[config.mk]
export PLATFORM = sky130hd
export DESIGN_NAME = vex_issue_ctrl_flat
export DESIGN_NICKNAME = d
export VERILOG_FILES = /design/src/rtl/vex_issue_ctrl_pkg.sv /design/src/rtl/vex_issue_ctrl_if.sv /design/src/rtl/vex_wb_slot_table.sv /design/src/rtl/vex_issue_ctrl.sv /design/src/flat_wrapper.sv
export SDC_FILE = /design/constraint.sdc
export NUM_CORES = 1
export LEC_CHECK = 0
export ABC_AREA = 1
export ABC_CLOCK_PERIOD_IN_PS = 2640
export CELL_PAD_IN_SITES_DETAIL_PLACEMENT = 1
export CELL_PAD_IN_SITES_GLOBAL_PLACEMENT = 2
export CORE_MARGIN = 3
export CORE_UTILIZATION = 27
export CTS_CLUSTER_DIAMETER = 150
export CTS_CLUSTER_SIZE = 10
export DETAILED_ROUTE_END_ITERATION = 10
export GPL_ROUTABILITY_DRIVEN = 1
export GPL_TIMING_DRIVEN = 1
export HOLD_SLACK_MARGIN = 0.15
export PLACE_DENSITY_LB_ADDON = 0.1
export SLEW_MARGIN = 20
export SYNTH_ARGS = -nofsm -noshare
export SYNTH_HDL_FRONTEND = slang
export SYNTH_SLANG_ARGS = --single-unit
[constraint.sdc]
create_clock -name clk -period 2.64 [get_ports clk]
set_input_delay 0.528 -clock clk [delete_from_list [all_inputs] [get_ports clk]]
set_output_delay 0.528 -clock clk [all_outputs]
set_load 0.005 [all_outputs]
[src/rtl/vex_issue_ctrl_pkg.sv]
// Shared vector-issue types: register-file sizing and the writeback slot entry.
package vex_issue_ctrl_pkg;

  localparam int VREG_COUNT = 32;
  localparam int VREG_ADDR  = 5;

  typedef logic [VREG_ADDR-1:0] vreg_t;

  typedef struct packed {
    logic  vld;
    vreg_t dest;
  } slot_t;

endpackage

[src/rtl/vex_issue_ctrl_if.sv]
// Micro-op handshake into the issue controller, plus the outstanding-load hint.
interface vex_issue_ctrl_if
  import vex_issue_ctrl_pkg::*;
#(
  parameter int MICROOP_BIT = 9
);
  logic                   in_valid;
  logic                   in_ready;
  logic [MICROOP_BIT-1:0] in_alu_op;
  vreg_t                  in_dest;
  vreg_t                  in_src1;
  vreg_t                  in_src2;
  vreg_t                  in_src3;
  logic [2:0]             in_src_en;
  logic                   in_mul;
  logic                   wait_load_signal;
  vreg_t                  load_destination;

  modport master (
    output in_valid, in_alu_op, in_dest, in_src1, in_src2, in_src3,
           in_src_en, in_mul, wait_load_signal, load_destination,
    input  in_ready
  );

  modport slave (
    input  in_valid, in_alu_op, in_dest, in_src1, in_src2, in_src3,
           in_src_en, in_mul, wait_load_signal, load_destination,
    output in_ready
  );
endinterface

[src/rtl/vex_wb_slot_table.sv]
// Writeback slot table: shifts one position toward the port every cycle,
// accepts one insert per cycle at a chosen (post-shift) position, exports position 1.
module vex_wb_slot_table
  import vex_issue_ctrl_pkg::*;
#(
  parameter int DEPTH = 5,
  parameter int PW    = $clog2(DEPTH + 1)
) (
  input  logic            clk,
  input  logic            rst,
  input  logic            ins_en_i,
  input  logic [PW-1:0]   ins_pos_i,
  input  vreg_t           ins_dest_i,
  output slot_t           head_o,
  output logic [DEPTH:1]  occ_o
);

  slot_t slot_q [1:DEPTH];
  slot_t slot_d [1:DEPTH];

  always_comb begin
    for (int k = 1; k < DEPTH; k++) begin
      slot_d[k] = slot_q[k+1];
    end
    slot_d[DEPTH] = '0;
    for (int k = 1; k <= DEPTH; k++) begin
      if (ins_en_i && (int'(ins_pos_i) == k)) begin
        slot_d[k] = '{vld: 1'b1, dest: ins_dest_i};
      end
    end
  end

  always_ff @(posedge clk) begin
    if (!rst) begin
      for (int k = 1; k <= DEPTH; k++) begin
        slot_q[k] <= '0;
      end
    end else begin
      slot_q <= slot_d;
    end
  end

  always_comb begin
    for (int k = 1; k <= DEPTH; k++) begin
      occ_o[k] = slot_q[k].vld;
    end
  end

  assign head_o = slot_q[1];

endmodule

[src/rtl/vex_issue_ctrl.sv]
// Vector issue scheduler: busy-register scoreboard, load and writeback-port hazard
// checks, single-op-per-cycle release into the lane execution stage.
module vex_issue_ctrl
  import vex_issue_ctrl_pkg::*;
#(
  parameter int MICROOP_BIT = 9,
  parameter int ALU_LAT     = 1,
  parameter int MUL_LAT     = 4
) (
  input  logic                   clk,
  input  logic                   rst,
  vex_issue_ctrl_if.slave        up,
  output logic                   issue_valid,
  output logic                   issue_mul,
  output logic [MICROOP_BIT-1:0] issue_alu_op,
  output vreg_t                  issue_dest,
  output logic                   wb_valid,
  output vreg_t                  wb_dest,
  output logic [VREG_COUNT-1:0]  busy_vec,
  output logic [15:0]            stall_cnt
);

  localparam int DEPTH = MUL_LAT + 1;
  localparam int PW    = $clog2(DEPTH + 1);
  localparam logic [PW-1:0] POS_ALU = PW'(ALU_LAT + 1);
  localparam logic [PW-1:0] POS_MUL = PW'(MUL_LAT + 1);

  slot_t                  head;
  logic [DEPTH:1]         occ;
  logic                   no_raw, no_waw, no_load, slot_free, ld_hit;
  logic                   ready, fire;
  logic [VREG_COUNT-1:0]  busy_q, busy_d;
  logic [15:0]            stall_q, stall_d;
  logic                   iv_q, imul_q;
  logic [MICROOP_BIT-1:0] iop_q;
  vreg_t                  idest_q;

  vex_wb_slot_table #(.DEPTH(DEPTH), .PW(PW)) u_slots (
    .clk        (clk),
    .rst        (rst),
    .ins_en_i   (fire),
    .ins_pos_i  (up.in_mul ? POS_MUL : POS_ALU),
    .ins_dest_i (up.in_dest),
    .head_o     (head),
    .occ_o      (occ)
  );

  // Hazard terms look only at registered state and the presented fields.
  always_comb begin
    no_raw = !((up.in_src_en[0] && busy_q[up.in_src1]) ||
               (up.in_src_en[1] && busy_q[up.in_src2]) ||
               (up.in_src_en[2] && busy_q[up.in_src3]));
    no_waw = !busy_q[up.in_dest];
    ld_hit = (up.in_dest == up.load_destination) ||
             (up.in_src_en[0] && (up.in_src1 == up.load_destination)) ||
             (up.in_src_en[1] && (up.in_src2 == up.load_destination)) ||
             (up.in_src_en[2] && (up.in_src3 == up.load_destination));
    no_load = !(up.wait_load_signal && ld_hit);
    // A multiply lands beyond every live slot, so only ALU ops can collide.
    slot_free = up.in_mul || !occ[ALU_LAT+2];
    ready = rst && no_raw && no_waw && no_load && slot_free;
    fire  = up.in_valid && ready;
  end

  assign up.in_ready = ready;

  always_comb begin
    busy_d = busy_q;
    if (head.vld) busy_d[head.dest] = 1'b0;
    if (fire)     busy_d[up.in_dest] = 1'b1;
    stall_d = stall_q;
    if (up.in_valid && !ready && (stall_q != 16'hFFFF)) stall_d = stall_q + 16'd1;
  end

  always_ff @(posedge clk) begin
    if (!rst) begin
      busy_q  <= '0;
      stall_q <= '0;
      iv_q    <= 1'b0;
      imul_q  <= 1'b0;
      iop_q   <= '0;
      idest_q <= '0;
    end else begin
      busy_q  <= busy_d;
      stall_q <= stall_d;
      iv_q    <= fire;
      imul_q  <= fire && up.in_mul;
      if (fire) begin
        iop_q   <= up.in_alu_op;
        idest_q <= up.in_dest;
      end
    end
  end

  assign issue_valid  = iv_q;
  assign issue_mul    = imul_q;
  assign issue_alu_op = iop_q;
  assign issue_dest   = idest_q;
  assign wb_valid     = head.vld;
  assign wb_dest      = head.dest;
  assign busy_vec     = busy_q;
  assign stall_cnt    = stall_q;

endmodule

[src/flat_wrapper.sv]
// flat-port wrapper written by rule: the top's interface ports become plain ports
module vex_issue_ctrl_flat import vex_issue_ctrl_pkg::*;
#(
  parameter int MICROOP_BIT = 9,
  parameter int ALU_LAT     = 1,
  parameter int MUL_LAT     = 4
)
  (clk, rst, issue_valid, issue_mul, issue_alu_op, issue_dest, wb_valid, wb_dest, busy_vec, stall_cnt, up_in_valid, up_in_alu_op, up_in_dest, up_in_src1, up_in_src2, up_in_src3, up_in_src_en, up_in_mul, up_wait_load_signal, up_load_destination, up_in_ready);
  vex_issue_ctrl_if #(.MICROOP_BIT(MICROOP_BIT)) up_i ();
  input  logic clk;
  input  logic rst;
  output logic issue_valid;
  output logic issue_mul;
  output logic [MICROOP_BIT-1:0] issue_alu_op;
  output vreg_t issue_dest;
  output logic wb_valid;
  output vreg_t wb_dest;
  output logic [VREG_COUNT-1:0] busy_vec;
  output logic [15:0] stall_cnt;
  input wire logic [$bits(up_i.in_valid)-1:0] up_in_valid;
  input wire logic [$bits(up_i.in_alu_op)-1:0] up_in_alu_op;
  input wire logic [$bits(up_i.in_dest)-1:0] up_in_dest;
  input wire logic [$bits(up_i.in_src1)-1:0] up_in_src1;
  input wire logic [$bits(up_i.in_src2)-1:0] up_in_src2;
  input wire logic [$bits(up_i.in_src3)-1:0] up_in_src3;
  input wire logic [$bits(up_i.in_src_en)-1:0] up_in_src_en;
  input wire logic [$bits(up_i.in_mul)-1:0] up_in_mul;
  input wire logic [$bits(up_i.wait_load_signal)-1:0] up_wait_load_signal;
  input wire logic [$bits(up_i.load_destination)-1:0] up_load_destination;
  output wire logic [$bits(up_i.in_ready)-1:0] up_in_ready;
  assign up_i.in_valid = up_in_valid;
  assign up_i.in_alu_op = up_in_alu_op;
  assign up_i.in_dest = up_in_dest;
  assign up_i.in_src1 = up_in_src1;
  assign up_i.in_src2 = up_in_src2;
  assign up_i.in_src3 = up_in_src3;
  assign up_i.in_src_en = up_in_src_en;
  assign up_i.in_mul = up_in_mul;
  assign up_i.wait_load_signal = up_wait_load_signal;
  assign up_i.load_destination = up_load_destination;
  assign up_in_ready = up_i.in_ready;
  vex_issue_ctrl #(.MICROOP_BIT(MICROOP_BIT), .ALU_LAT(ALU_LAT), .MUL_LAT(MUL_LAT)) u_core (.clk(clk), .rst(rst), .up(up_i), .issue_valid(issue_valid), .issue_mul(issue_mul), .issue_alu_op(issue_alu_op), .issue_dest(issue_dest), .wb_valid(wb_valid), .wb_dest(wb_dest), .busy_vec(busy_vec), .stall_cnt(stall_cnt));
endmodule
==> metrics.cfg <==
[critical_path]
startpoint_type=input port
worst_r2r_path_depth=15
cp_slowest_cell=clkdlybuf4s50_1
cp.required_ns=2.11
crit_top_cell=nand2_1
worstSetupPathType=input port to primary output
worstSetupEndpointType=primary output
crit_chain=clkdlybuf4s50_1, inv_1, nand2_1, nand2_1, nor2_1, nand3_1, nand2_1, nor2_2, nor2_2, nor2_4, nand2_4, nor2_8, clkbuf_2
critPathMaxStageDelay_ns=0.51
crit_fanout=3
cp.arrival_ns=2.00

[pwr]
fin_total_pwr_mw=3.42
swShare=0.292
pwr-share-comb=0.199
clkPwrFrac=0.364
powerDensity_mw_per_mm2=439
power.internal_mw=2.42
leakagePower_nw=3.47
ir_worst_vdd_mv=0.329
seq_power_share=0.437
p_sw_uw=1000

[clock_network]
cts_hold_buffers=0
cts.path.max_buffers=2
cts-root-buf=clkbuf_16
clock_latency_ns=0.35
clock_sinks=93
cts_tree=built
path_clk_slew_ns=0.06
numCtsBuffers=9
htree_num_levels=3

[place]
place.gp.congestion=0.816
dp_hpwl_um=18100
portBuffers=112
dp_slack_ns=-0.634

[detailed_routing]
wl_um=24000
drcViolationCount=0
avgRoutedWirePerCell_um=17.4
avgViaCountPerCell=4.76
drtAntennaViolNets=0
dr.pass1.iters=4
drt-initial-drc-count=320
vias=6585

[logic_synthesis]
synth_top_cell_area_share=0.330
synthTopCellsByArea=dfxtp_1 33%, nand2_1 25%, nand3_1 11%, nor2_1 6.1%, inv_1 5.4%
synth_seq_cells=93
ys_warn_count=0
synth_xor_xnor_area_share=0.0155
synth-simple-area-share=0.483
synth_compound_area_frac=0.0485
syn_area_sq_mm=0.00565
synthAdderAreaFrac=0.00222
avgSynthCellArea_sq_um=5.98
ys_seq_area_frac=0.330
synth_top_family_by_area=simple AND/OR/NAND/NOR gates
syn_nets=987
synthMuxAreaShare=0
synth_top_cell_by_area=dfxtp_1
synth_cells=944
yosys.cell_types.count=31

[grt]
antenna_found_initial=1
gr-total-overflow=0
grt_use_total=0.215
grt_max_degree=77
grt_pass1_wl_um=37300
grt_pass1_vias=6472

[floorplan]
rows=52
io_pins=113
die-area_sq_mm=0.0227
coreArea_sq_mm=0.0204
die_h_um=151
start_util=0.277
die_w_um=151

[run_status]
outcome=completed

[layout]
drive_gt1_frac=0.123
antenna_cells=0
final_nets=1151
area_delta_synth_final_pct=37.9

[timing]
min_period_over_period=0.956
setup_viol=0
final_max_slew_viol_count=0
tightest_slew_ns=0.798
final_hold_viol_count=0
fin_crit_ns=2.52
worst_clock_skew_ns=0.0143
maxSlewHeadroom=0.468
fmax_ghz=0.396
fin_ws_ns=0.116
rsz0062_at_grt=no

[job]
max-cap-violations=0

[hold_path]
hp-class=register to register
hold_depth=2

-- final cells by class --
| class | instances | area [sq um] |
|---|---|---|
| repair inverters | 1 | 7.51 |
| flip-flops and latches | 93 | 1860 |
| clock buffers | 11 | 243 |
| inverters | 93 | 360 |
| clock inverters | 5 | 35.0 |
| repair buffers | 196 | 1810 |
| multi-input cells | 714 | 3130 |
| fillers | 2701 | 12600 |
| well taps | 270 | 338 |
-- metrics by stage --
stage | util | area, sq um | TNS [ns] | hold slack [ns] | std cells
global placement | 0.366 | 7450 | -29.10 | 0.393 | 1362
global route | 0.382 | 7790 | 0 | 0.436 | 1383
CTS | 0.382 | 7790 | 0 | 0.416 | 1383
floorplan | - | 5650 | 0 | 0.390 | 944
detailed placement | 0.366 | 7450 | -27.38 | 0.402 | 1362
finish | 0.382 | 7790 | 0 | 0.412 | 1383
-- layer usage --
metal / GRT usage / share of wire / wire (um)
met1: 0.279 / 0.46 / 11000
met4: 0.0653 / 0.025 / 598
met2: 0.366 / 0.48 / 11400
met5: 0 / 0.00029 / 7
met3: 0.0361 / 0.043 / 1030
-- final timing paths --
kind	from	end	slack (ns)
max	up_in_src1[3]	up_in_ready	0.12
min	u_core.u_slots.slot_q[7]	u_core.u_slots.slot_q[13]	0.41
max reg2reg	u_core.busy_vec[4]	u_core.issue_dest[4]	0.33
min reg2reg	u_core.u_slots.slot_q[7]	u_core.u_slots.slot_q[13]	0.41
-- logic make-up after synthesis --
family / Yosys count
XOR/XNOR: 10
adder cells (fa/ha/maj): 1
buffers and inverters: 137
flip-flops: 93
AO/OA/AOI/OAI: 54
AND/OR/NAND/NOR: 649
-- cell usage after synthesis --
| cell | count |
|---|---|
| nand2_1 | 383 |
| nand3_1 | 128 |
| dfxtp_1 | 93 |
| nor2_1 | 92 |
| inv_1 | 81 |
| o21ai_1 | 40 |
| nor3_1 | 21 |
| buf_4 | 16 |
| nand4_1 | 15 |
| buf_6 | 13 |
| clkbuf_1 | 10 |
| o21ai_0 | 10 |
| inv_2 | 8 |
| xor2_1 | 7 |
| a21oi_1 | 3 |
| buf_2 | 3 |
| xnor2_1 | 3 |
| clkinv_1 | 2 |
| inv_4 | 2 |
| nand2_4 | 2 |
| nor2_2 | 2 |
| a311oi_1 | 1 |
| buf_1 | 1 |
| clkbuf_2 | 1 |
| ha_1 | 1 |
| nand2_2 | 1 |
| nand3_2 | 1 |
| nand3_4 | 1 |
| nor2_8 | 1 |
| nor3_2 | 1 |
| nor4_1 | 1 |
-- placed cells by master, fill, tap and decap left out, types with 2 or more instances in the layout --
cell / count
a21oi_1: 2
buf_12: 6
buf_2: 6
buf_4: 69
buf_6: 6
clkbuf_16: 9
clkdlybuf4s50_1: 89
clkinv_2: 3
clkinvlp_4: 2
dfxtp_1: 93
dlygate4sd2_1: 16
dlymetal6s2s_1: 2
inv_1: 77
inv_2: 10
inv_4: 4
nand2_1: 382
nand2_2: 2
nand2_4: 2
nand3_1: 127
nand3_2: 2
nand4_1: 15
nor2_1: 88
nor2_2: 5
nor3_1: 20
nor3_2: 2
o21ai_0: 10
o21ai_1: 40
xnor2_1: 3
xor2_1: 7
-- power groups by stage --
| stage | clock, mW | sequential [mW] | combinational, mW |
|---|---|---|---|
| final | 1.24 | 1.50 | 0.682 |
| after global routing | 1.34 | 1.50 | 0.760 |
| after CTS | 1.29 | 1.50 | 0.693 |
| after detailed placement | 0 | 1.53 | 0.684 |
| after global placement | 0 | 1.53 | 0.683 |
| after floorplan | 0 | 1.52 | 0.340 |
-- flip-flops by register name (all words and copies together), names as in the netlist --
signal and flops:
u_core.busy_vec 32, u_core.issue_alu_op 9, u_core.issue_dest 5, u_core.issue_mul 1, u_core.issue_valid 1, u_core.stall_cnt 16, u_core.u_slots.head_o 6, u_core.u_slots.occ_o 3
u_core.u_slots.slot_q 20
-- worst max-delay path: cells and delay by family --
family | cells | cell delay (ns)
simple gates | 10 | 0.75
buf+inv | 3 | 0.69
-- repair_timing --
item,4_1_cts,5_1_grt
pin swaps,2,2
gates resized for setup,49,6
buffers inserted,1,0
gates cloned,4,0
endpoints found under the setup margin,26,1
No activity file was read; power rests on OpenSTA's default activity.
